$ cat src/rtl/md_issue_ctrl.sv
// Issue controller between the execute stage and the multdiv unit.
// Latency: issue -> START pulse 1 cycle; writeback 1 cycle after ready or timeout.
// Backpressure: stall is registered and high in START and BUSY. flush aborts the op.
module md_issue_ctrl #(
  parameter int TIMEOUT = 40,
  parameter int RSTATUS = 30
) (
  input  logic        clock,
  input  logic        reset,
  input  logic        issue_valid,
  input  logic        issue_is_div,
  input  logic [4:0]  issue_rd,
  input  logic [31:0] issue_opA,
  input  logic [31:0] issue_opB,
  input  logic        flush,
  output logic [31:0] md_operandA,
  output logic [31:0] md_operandB,
  output logic        md_ctrl_MULT,
  output logic        md_ctrl_DIV,
  input  logic [31:0] md_result,
  input  logic        md_exception,
  input  logic        md_resultRDY,
  output logic        stall,
  output logic        wb_valid,
  output logic [4:0]  wb_rd,
  output logic [31:0] wb_data,
  output logic        wb_exception
);

  typedef enum logic [1:0] {IDLE, START, BUSY, DONE} state_t;

  localparam logic [5:0] CNT_LAST  = 6'(TIMEOUT - 1);
  localparam logic [4:0] RS_REG    = 5'(RSTATUS);
  localparam logic [31:0] CODE_MUL = 32'd4;
  localparam logic [31:0] CODE_DIV = 32'd5;

  state_t      state_q, state_d;
  logic [5:0]  cnt_q, cnt_d;
  logic        is_div_q;
  logic [4:0]  rd_q;
  logic [31:0] opa_q, opb_q;
  logic        mult_q, div_q;
  logic        stall_q;
  logic        wb_valid_q;
  logic [4:0]  wb_rd_q;
  logic [31:0] wb_data_q;
  logic        wb_exc_q;

  logic accept;
  logic rdy_ok;
  logic timeout_hit;
  logic finish;

  // Next-state and counter decode; flush always wins over a new issue.
  always_comb begin
    accept      = issue_valid & ~flush;
    rdy_ok      = md_resultRDY & (cnt_q != 6'd0);
    timeout_hit = (cnt_q == CNT_LAST);
    finish      = 1'b0;
    state_d     = state_q;
    cnt_d       = cnt_q;
    case (state_q)
      IDLE: begin
        if (accept) state_d = START;
      end
      START: begin
        cnt_d   = 6'd0;
        state_d = flush ? IDLE : BUSY;
      end
      BUSY: begin
        cnt_d = cnt_q + 6'd1;
        if (flush) begin
          state_d = IDLE;
        end else if (rdy_ok || timeout_hit) begin
          state_d = DONE;
          finish  = 1'b1;
        end
      end
      DONE: begin
        state_d = accept ? START : IDLE;
      end
      default: state_d = IDLE;
    endcase
  end

  // State, operand latch and registered outputs derived from the state being entered.
  always_ff @(posedge clock or posedge reset) begin
    if (reset) begin
      state_q    <= IDLE;
      cnt_q      <= 6'd0;
      is_div_q   <= 1'b0;
      rd_q       <= 5'd0;
      opa_q      <= 32'd0;
      opb_q      <= 32'd0;
      mult_q     <= 1'b0;
      div_q      <= 1'b0;
      stall_q    <= 1'b0;
      wb_valid_q <= 1'b0;
      wb_rd_q    <= 5'd0;
      wb_data_q  <= 32'd0;
      wb_exc_q   <= 1'b0;
    end else begin
      state_q    <= state_d;
      cnt_q      <= cnt_d;
      stall_q    <= (state_d == START) || (state_d == BUSY);
      mult_q     <= 1'b0;
      div_q      <= 1'b0;
      wb_valid_q <= 1'b0;
      wb_rd_q    <= 5'd0;
      wb_data_q  <= 32'd0;
      wb_exc_q   <= 1'b0;
      if (((state_q == IDLE) || (state_q == DONE)) && accept) begin
        is_div_q <= issue_is_div;
        rd_q     <= issue_rd;
        opa_q    <= issue_opA;
        opb_q    <= issue_opB;
        div_q    <= issue_is_div;
        mult_q   <= ~issue_is_div;
      end
      if (finish) begin
        wb_valid_q <= 1'b1;
        // A real ready in the timeout cycle still reports the unit's own result.
        if (rdy_ok && !md_exception) begin
          wb_rd_q   <= rd_q;
          wb_data_q <= md_result;
          wb_exc_q  <= 1'b0;
        end else begin
          wb_rd_q   <= RS_REG;
          wb_data_q <= is_div_q ? CODE_DIV : CODE_MUL;
          wb_exc_q  <= 1'b1;
        end
      end
    end
  end

  // A flush arriving in START or DONE must kill the pulse / writeback in that same cycle.
  always_comb begin
    md_ctrl_MULT = mult_q & ~flush;
    md_ctrl_DIV  = div_q & ~flush;
    wb_valid     = wb_valid_q & ~flush;
  end

  assign md_operandA  = opa_q;
  assign md_operandB  = opb_q;
  assign stall        = stall_q;
  assign wb_rd        = wb_rd_q;
  assign wb_data      = wb_data_q;
  assign wb_exception = wb_exc_q;

endmodule

$ cat config.mk
export PLATFORM = sky130hd
export DESIGN_NAME = md_issue_ctrl
export DESIGN_NICKNAME = d
export VERILOG_FILES = /design/src/rtl/md_issue_ctrl.sv
export SDC_FILE = /design/constraint.sdc
export NUM_CORES = 1
export LEC_CHECK = 0
export ABC_AREA = 0
export BUFFER_PORTS_ARGS = -buffer_cell sky130_fd_sc_hd__buf_2
export CORE_UTILIZATION = 50
export CTS_CLUSTER_DIAMETER = 100
export DETAILED_ROUTE_END_ITERATION = 10
export GPL_TIMING_DRIVEN = 0
export HOLD_SLACK_MARGIN = 0.12
export PLACE_DENSITY = 0.94
export SYNTH_ARGS = -nofsm -noshare
export SYNTH_HDL_FRONTEND = slang
export SYNTH_SLANG_ARGS = --single-unit
$ cat constraint.sdc
create_clock -name clock -period 12.4 [get_ports clock]
set_clock_uncertainty 0.15 [all_clocks]
set_input_delay 1.86 -clock clock [delete_from_list [all_inputs] [get_ports clock]]
set_output_delay 1.86 -clock clock [all_outputs]
set_load 0.1 [all_outputs]
==> results of run 1 <==
==> state kept, by name, summed over array words and instances (netlist names) <==
register      cells
md_operandB      32
md_operandA      32
wb_exception      1
wb_data          32
cnt_q             6
div_q             1
mult_q            1
stall             1
wb_rd             5
state_q           2
rd_q              5
is_div_q          1
wb_valid_q        1
==> cell type report <==
class	count	area (um2)	area share (%)
Clock inverter	12	129	2.01
Timing Repair Buffer	214	1090	17.0
Clock buffer	19	432	6.73
Sequential cell	120	3000	46.8
Tap cell	108	135	2.11
Buffer	12	77.6	1.21
Inverter	9	36.3	0.566
Multi-Input combinational cell	166	1510	23.5
==> per-stage QoR <==
step	cells	worst slack (ns)	utilization [%]
CTS	660	7.83	72.5
finish	660	7.84	72.5
floorplan	307	7.19	-
global placement	628	6.13	65.8
detailed placement	629	7.84	66.2
global route	660	7.79	72.5
==> kinds of logic (layout without fill, tap and decap cells) <==
kind of cell / Yosys count / after routing / share of synthesized area (%)
mux: 71 / 71 / 17.3
buf+inv: 21 / 266 / 2.41
flops: 120 / 120 / 64.9
compound gates: 23 / 23 / 3.54
fa+ha+maj: 6 / 6 / 1.62
xor+xnor: 1 / 1 / 0.189
simple gates: 65 / 65 / 10.0
==> layout by cell type, fill, tap and decap left out, types with 2 or more instances in the layout <==
cell type   count
clkbuf_8        2
bufinv_16       2
nand4_1         3
nand3_1         6
o22ai_1         2
nand2b_1        2
mux2_2         70
nor2b_1         5
ha_1            6
dfrtp_1       120
o21ai_0         7
inv_1           8
nor2_1          6
clkbuf_1        2
o21a_1          5
a21oi_1         3
buf_2         221
buf_6           3
and2_4         30
clkinvlp_4      3
nand2_1         5
clkinv_2        4
clkinv_4        3
clkbuf_16      16
==> critical path, delay by kind of cell <==
kind                   cells  cell delay, ns
buffers and inverters      2            0.58
and+or+nand+nor            1            0.11
==> worst paths after layout <==
check,end,startpoint
max,md_ctrl_DIV,flush
min,md_operandA[16],md_operandA[16]
max reg2reg,rd_q[3],state_q[0]
min reg2reg,md_operandA[16],md_operandA[16]
max in group asynchronous,wb_data[18],reset
min in group asynchronous,md_operandB[6],reset
==> layer usage <==
layer  up-vias  wire [um]  track usage, %
met5         -          0               0
met2       173       5240            39.2
met3        14        918            8.16
li1       1518          -               -
met4         0        130            8.61
met1      1563       4020            26.1
==> flow_metrics.env, run 1 <==
export IMPL_outcome="finished with violations"
export IMPL_violations="design-rule violations"
export IMPL_cts_sinks=120
export IMPL_dpl_cell_area_um2=5860
export IMPL_clkLatencyLatePin_ns=0.49
export IMPL_cap_violations=0
export IMPL_core_area_um2=8850
export IMPL_tightestPinTransition_ns=0.741
export IMPL_routabilityCongestion=0.827
export IMPL_cts_resized_gates=0
export IMPL_avgViaCountPerCell=4.95
export IMPL_synth_edff_count=0
export IMPL_rrSetupSlack_ns=9.91
export IMPL_hpwl_mm=7.67
export IMPL_hold_buffers=0
export IMPL_design_area_um2=6420
export IMPL_max_stage_delay_ns=0.43
export IMPL_io_buffers=213
export IMPL_cp_data_arrival_time_ns=2.55
export IMPL_drc=15
export IMPL_post_cts_buffers=0
export IMPL_antenna_found_initial=0
export IMPL_cts_tree="yes"
export IMPL_drtAntennaViolNets=0
export IMPL_synth_top_area_share_pct=64.9
export IMPL_die_h_um=98.2
export IMPL_synth_fp_nets=421
export IMPL_nNetsFinal=654
export IMPL_root_buffer="clkbuf_8"
export IMPL_slowest_stage="buf_2"
export IMPL_clock_path_buffers=2
export IMPL_critPathLaunchType="primary input"
export IMPL_synth_top_cells_by_count="120 x dfrtp_1, 70 x mux2_2, 30 x and2_4"
export IMPL_synth_seq_cells=120
export IMPL_min_path_type="register to register"
export IMPL_synth_most_common_cell="dfrtp_1"
export IMPL_die_x_um=98.2
export IMPL_syn_to_final_growth_pct=38.7
export IMPL_path_class="primary input to output port"
export IMPL_grt_pass1_wl_mm=16.8
export IMPL_slew_viol_final=0
export IMPL_cp_common_cell="buf_2"
export IMPL_hold_depth=1
export IMPL_wirelength_mm=10.3
export IMPL_hold_slack_ns=0.349
export IMPL_dieArea_um2=9640
export IMPL_cp_required_ns=10.39
export IMPL_synth_ff_type="dfrtp_1"
export IMPL_yosysSeqAreaShare_pct=64.9
export IMPL_period_share_pct=36.8
export IMPL_first_pass_iters=9
export IMPL_hold_violations=0
export IMPL_cp_cell_sequence="buf_2, nor2b_1, buf_2"
export IMPL_synth_warnings=0
export IMPL_grt_pass1_vias=3471
export IMPL_synthesis_area_um2=4620
export IMPL_nFillCells=613
export IMPL_placementRows=34
export IMPL_clk_pin_slew_worst_paths_ns=0.05
export IMPL_num_antenna_cells=0
export IMPL_synth_distinct_cells=34
export IMPL_finalCriticalPeriod_ns=4.56
export IMPL_cts_max_level=4
export IMPL_drive_gt1_share_pct=65.4
export IMPL_vias=3268
export IMPL_avgSynthCellArea_um2=15.1
export IMPL_synth_cells=307
export IMPL_grt_ovfl_total=0
export IMPL_yosysTopAreaCell="dfrtp_1"
export IMPL_timing_setup_tns_ns=0
export IMPL_slew_headroom_pct=50.6
export IMPL_fmax_ghz=0.219
export IMPL_synth_area_top_cells="dfrtp_1 65%, mux2_2 17%, and2_4 5.7%"
export IMPL_wl_per_cell_um=15.6
export IMPL_setup_viol=0
export IMPL_drt_iter0_drc=116
export IMPL_path_max_fanout=9
export IMPL_cp_end_kind="output port"
export IMPL_grt_usage_pct=22.8
export IMPL_rsz0062_at_grt="no"
export IMPL_grt_max_degree=62
export IMPL_r2r_cells=5
export IMPL_numCtsBuffers=17
export IMPL_ys_async_sr_fraction_pct=100
export IMPL_io_pins=214
export IMPL_initial_core_util_pct=52.3
Power of run 1 is not shown: default switching activity piles up to over one toggle a cycle in this logic, so the estimate is an artifact.
==> run 2: changes to the inputs <==
Settings changed: CORE_UTILIZATION 50 to 46, PLACE_DENSITY 0.94 to 0.88.
Clock period 12.4 ns to 4.7 ns, I/O delays scaled along.
==> flow_metrics.env, run 2 (same netlist as run 1, synthesis figures left out) <==
export IMPL_hold_buffers=0
export IMPL_vias=3296
export IMPL_antenna_found_initial=0
export IMPL_drtAntennaViolNets=0
export IMPL_clkLatencyLatePin_ns=0.50
export IMPL_slew_viol_final=0
export IMPL_die_x_um=102
export IMPL_tightestPinTransition_ns=0.782
export IMPL_io_buffers=213
export IMPL_fmax_ghz=0.390
export IMPL_wl_per_cell_um=15.1
export IMPL_wirelength_mm=10.4
export IMPL_core_area_um2=9770
export IMPL_num_antenna_cells=0
export IMPL_avgViaCountPerCell=4.80
export IMPL_drc=0
export IMPL_routabilityCongestion=0.778
export IMPL_slew_headroom_pct=47.7
export IMPL_cap_violations=0
export IMPL_drt_iter0_drc=141
export IMPL_min_path_type="primary input to asynchronous set/reset pin"
export IMPL_path_class="register to register"
export IMPL_first_pass_iters=4
export IMPL_root_buffer="clkbuf_8"
export IMPL_cts_resized_gates=0
export IMPL_outcome="finished, final reports clean"
export IMPL_dpl_cell_area_um2=5890
export IMPL_setup_viol=0
export IMPL_initial_core_util_pct=47.3
export IMPL_rsz0062_at_grt="no"
export IMPL_cp_required_ns=4.93
export IMPL_placed_cells=654
export IMPL_critPathLaunchType="register"
export IMPL_placementRows=36
export IMPL_clock_path_buffers=2
export IMPL_finalCriticalPeriod_ns=2.57
export IMPL_cp_end_kind="register"
export IMPL_hold_violations=0
export IMPL_dieArea_um2=10500
export IMPL_grt_usage_pct=20.3
export IMPL_slowest_stage="nor2_1"
export IMPL_nNetsFinal=654
export IMPL_cts_tree="yes"
export IMPL_final_cell_mix="221 x buf_2, 120 x dfrtp_1, 70 x mux2_2"
export IMPL_path_buf_inv=2
export IMPL_io_pins=214
export IMPL_crit_family="simple AND/OR/NAND/NOR gates"
export IMPL_grt_max_degree=70
export IMPL_grt_ovfl_total=0
export IMPL_design_area_um2=6520
export IMPL_path_max_fanout=10
export IMPL_numCtsBuffers=17
export IMPL_grt_pass1_vias=3274
export IMPL_drive_gt1_share_pct=65.1
export IMPL_stdcell_count=686
export IMPL_syn_to_final_growth_pct=41.0
export IMPL_period_share_pct=54.6
export IMPL_clk_pin_slew_worst_paths_ns=0.05
export IMPL_hpwl_mm=7.55
export IMPL_post_cts_buffers=0
export IMPL_nFillCells=711
export IMPL_grt_pass1_wl_mm=15.6
export IMPL_die_h_um=102
export IMPL_cts_max_level=4
export IMPL_cts_sinks=120
export IMPL_cp_cell_sequence="inv_1, ha_1, nor2_1, buf_2, mux2_2"
export IMPL_cp_data_arrival_time_ns=2.80
export IMPL_final_common_cell="buf_2"
export IMPL_max_stage_delay_ns=0.63
run 2: changes by cell type in the layout (fill, tap and decap cells not counted):
cell / delta
bufinv_16: +2
clkbuf_1: +2
clkbuf_8: +4
clkinv_2: -2
clkinv_4: -3
clkinvlp_4: -2
run 2: final cells by class:
class	instances	area (um2)	area share, %
multi-input cells	166	1510	23.2
flip-flops and latches	120	3000	46.1
repair buffers	214	1090	16.8
inverters	9	36.3	0.557
clock inverters	7	138	2.11
well taps	133	166	2.55
plain buffers	12	77.6	1.19
clock buffers	25	494	7.58
run 2: final timing paths:
path / from / to / slack (ns) / depth (start not counted)
setup / recovery: state_q[0] / rd_q[4] / 2.13 / 5
min in group clock: issue_is_div / mult_q / 0.24 / 2
hold / removal: reset / md_operandB[22] / 0.15 / 2
hold reg to reg: rd_q[2] / wb_rd[2] / 0.35 / 1
setup reg to reg: state_q[0] / rd_q[4] / 2.13 / 5
max in group asynchronous: reset / wb_data[19] / 3.51 / 3
run 2: per-stage QoR:
stage               worst slack [ns]  setup TNS (ns)  hold WS [ns]  util (%)
floorplan                      0.659               0         0.310         -
global placement              -0.424          -49.66         0.319      59.9
detailed placement              1.89               0         0.332      60.2
CTS                             2.09               0         0.154      66.7
global route                    2.01               0         0.195      66.7
finish                          2.13               0         0.149      66.7
run 2: metal layers:
layer | track usage, % | wire length (um) | up-vias
li1 | - | - | 1526
met1 | 22.1 | 3980 | 1583
met5 | 0 | 0 | -
met2 | 35.7 | 5460 | 170
met4 | 10.0 | 170 | 0
met3 | 6.70 | 747 | 17
Power of run 2 is left out for the same reason.
==> run 3: changes to the inputs <==
Clock period 4.7 ns to 2.5 ns, I/O delays scaled along.
==> flow_metrics.env, run 3 (same netlist as run 1, synthesis figures left out) <==
export IMPL_syn_to_final_growth_pct=64.8
export IMPL_vias=3818
export IMPL_outcome="finished, final reports clean"
export IMPL_io_buffers=213
export IMPL_wl_per_cell_um=17.1
export IMPL_final_cell_mix="221 x buf_2, 120 x dfrtp_1, 106 x dlygate4sd3_1"
export IMPL_period_share_pct=96.5
export IMPL_dieArea_um2=10500
export IMPL_grt_ovfl_total=0
export IMPL_die_x_um=102
export IMPL_post_route_util_pct=78.0
export IMPL_wirelength_mm=13.5
export IMPL_min_path_type="primary input to register"
export IMPL_stdcell_count=794
export IMPL_cts_sinks=120
export IMPL_final_common_cell="buf_2"
export IMPL_grt_pass1_wl_mm=20.5
export IMPL_clkLatencyLatePin_ns=0.50
export IMPL_drive_gt1_share_pct=55.4
export IMPL_rsz0062_at_grt="no"
export IMPL_nFillCells=529
export IMPL_grt_pass1_vias=4153
export IMPL_hpwl_mm=7.68
export IMPL_fmax_ghz=0.414
export IMPL_clock_path_buffers=2
export IMPL_post_cts_buffers=0
export IMPL_core_area_um2=9770
export IMPL_timing_setup_tns_ns=0
export IMPL_drt_iter0_drc=77
export IMPL_grt_usage_pct=26.8
export IMPL_cap_violations=0
export IMPL_cp_data_arrival_time_ns=2.64
export IMPL_placed_cells=656
export IMPL_dpl_cell_area_um2=5920
export IMPL_drc=0
export IMPL_initial_core_util_pct=47.3
export IMPL_slew_viol_final=0
export IMPL_cp_required_ns=2.73
export IMPL_root_buffer="clkbuf_8"
export IMPL_finalCriticalPeriod_ns=2.41
export IMPL_critPathLaunchType="register"
export IMPL_io_pins=214
export IMPL_grt_max_degree=38
export IMPL_path_max_fanout=3
export IMPL_num_antenna_cells=0
export IMPL_routabilityCongestion=0.756
export IMPL_nNetsFinal=762
export IMPL_clk_pin_slew_worst_paths_ns=0.06
export IMPL_path_class="register to register"
export IMPL_placementRows=36
export IMPL_setup_viol=0
export IMPL_slew_headroom_pct=59.6
export IMPL_tightestPinTransition_ns=0.605
export IMPL_first_pass_iters=4
export IMPL_numCtsBuffers=17
export IMPL_cts_max_level=4
export IMPL_cts_tree="yes"
export IMPL_hold_violations=0
export IMPL_design_area_um2=7620
export IMPL_avgViaCountPerCell=4.81
export IMPL_cp_end_kind="register"
export IMPL_die_h_um=102
export IMPL_antenna_found_initial=0
export IMPL_drtAntennaViolNets=0
## run 3: cell count changes in the layout (fill, tap and decap cells not counted), sizes merged
cell	before	now
clkinv	2	4
buf	225	227
clkbuf	26	21
clkinvlp	1	5
dlygate4sd3	0	106
inv	9	8
## run 3: timing repair
action | in CTS | in global routing
endpoints found under the setup margin | 67 | 3
resized for setup | 1 | 3
hold buffers | 106 | 0
hold endpoints to repair | 129 | 0
## run 3: stage by stage
stage               setup slack [ns]  hold slack (ns)
floorplan                      0.265            0.296
global placement              -0.113            0.328
CTS                           0.0454            0.165
detailed placement           -0.0553            0.322
finish                        0.0874            0.190
global route                 0.00346            0.191
## run 3: metal layers
metal | global-route usage, % | vias up | wire (um)
met2 | 50.7 | 185 | 7370
li1 | - | 1744 | -
met4 | 9.78 | 0 | 160
met3 | 9.23 | 16 | 1070
met1 | 27.0 | 1873 | 4950
met5 | 0 | - | 0
## run 3: cell type report
cell class / count / area (um2) / share of cell area, %
sequential: 120 / 3000 / 39.4
timing repair buffer: 322 / 2190 / 28.7
multi-input combinational: 166 / 1530 / 20.1
clock buffer: 20 / 445 / 5.85
clock inverter: 12 / 174 / 2.28
tap: 133 / 166 / 2.18
buffer: 12 / 77.6 / 1.02
inverter: 9 / 37.5 / 0.493
## run 3: path summary, 6_finish.rpt
kind	endpoint	cells after the start	start	slack, ns
setup reg to reg	wb_data[0]	7	cnt_q[0]	0.09
hold reg to reg	md_operandB[15]	1	md_operandB[15]	0.35
hold / removal	wb_rd[3]	4	md_exception	0.19
max in group asynchronous	wb_data[18]	5	reset	1.02
setup / recovery	wb_data[0]	7	cnt_q[0]	0.09
min in group asynchronous	md_operandB[20]	3	reset	0.36
## run 3: worst max-delay path: stages (launching register included)
cell and delay, ns:
dfrtp_1 0.39, inv_1 0.10, ha_1 0.14, or4b_4 0.50
o21ai_4 0.17, o22a_1 0.18, o22ai_1 0.09, dlygate4sd3_1 0.58
Power of run 3 is left out for the same reason.
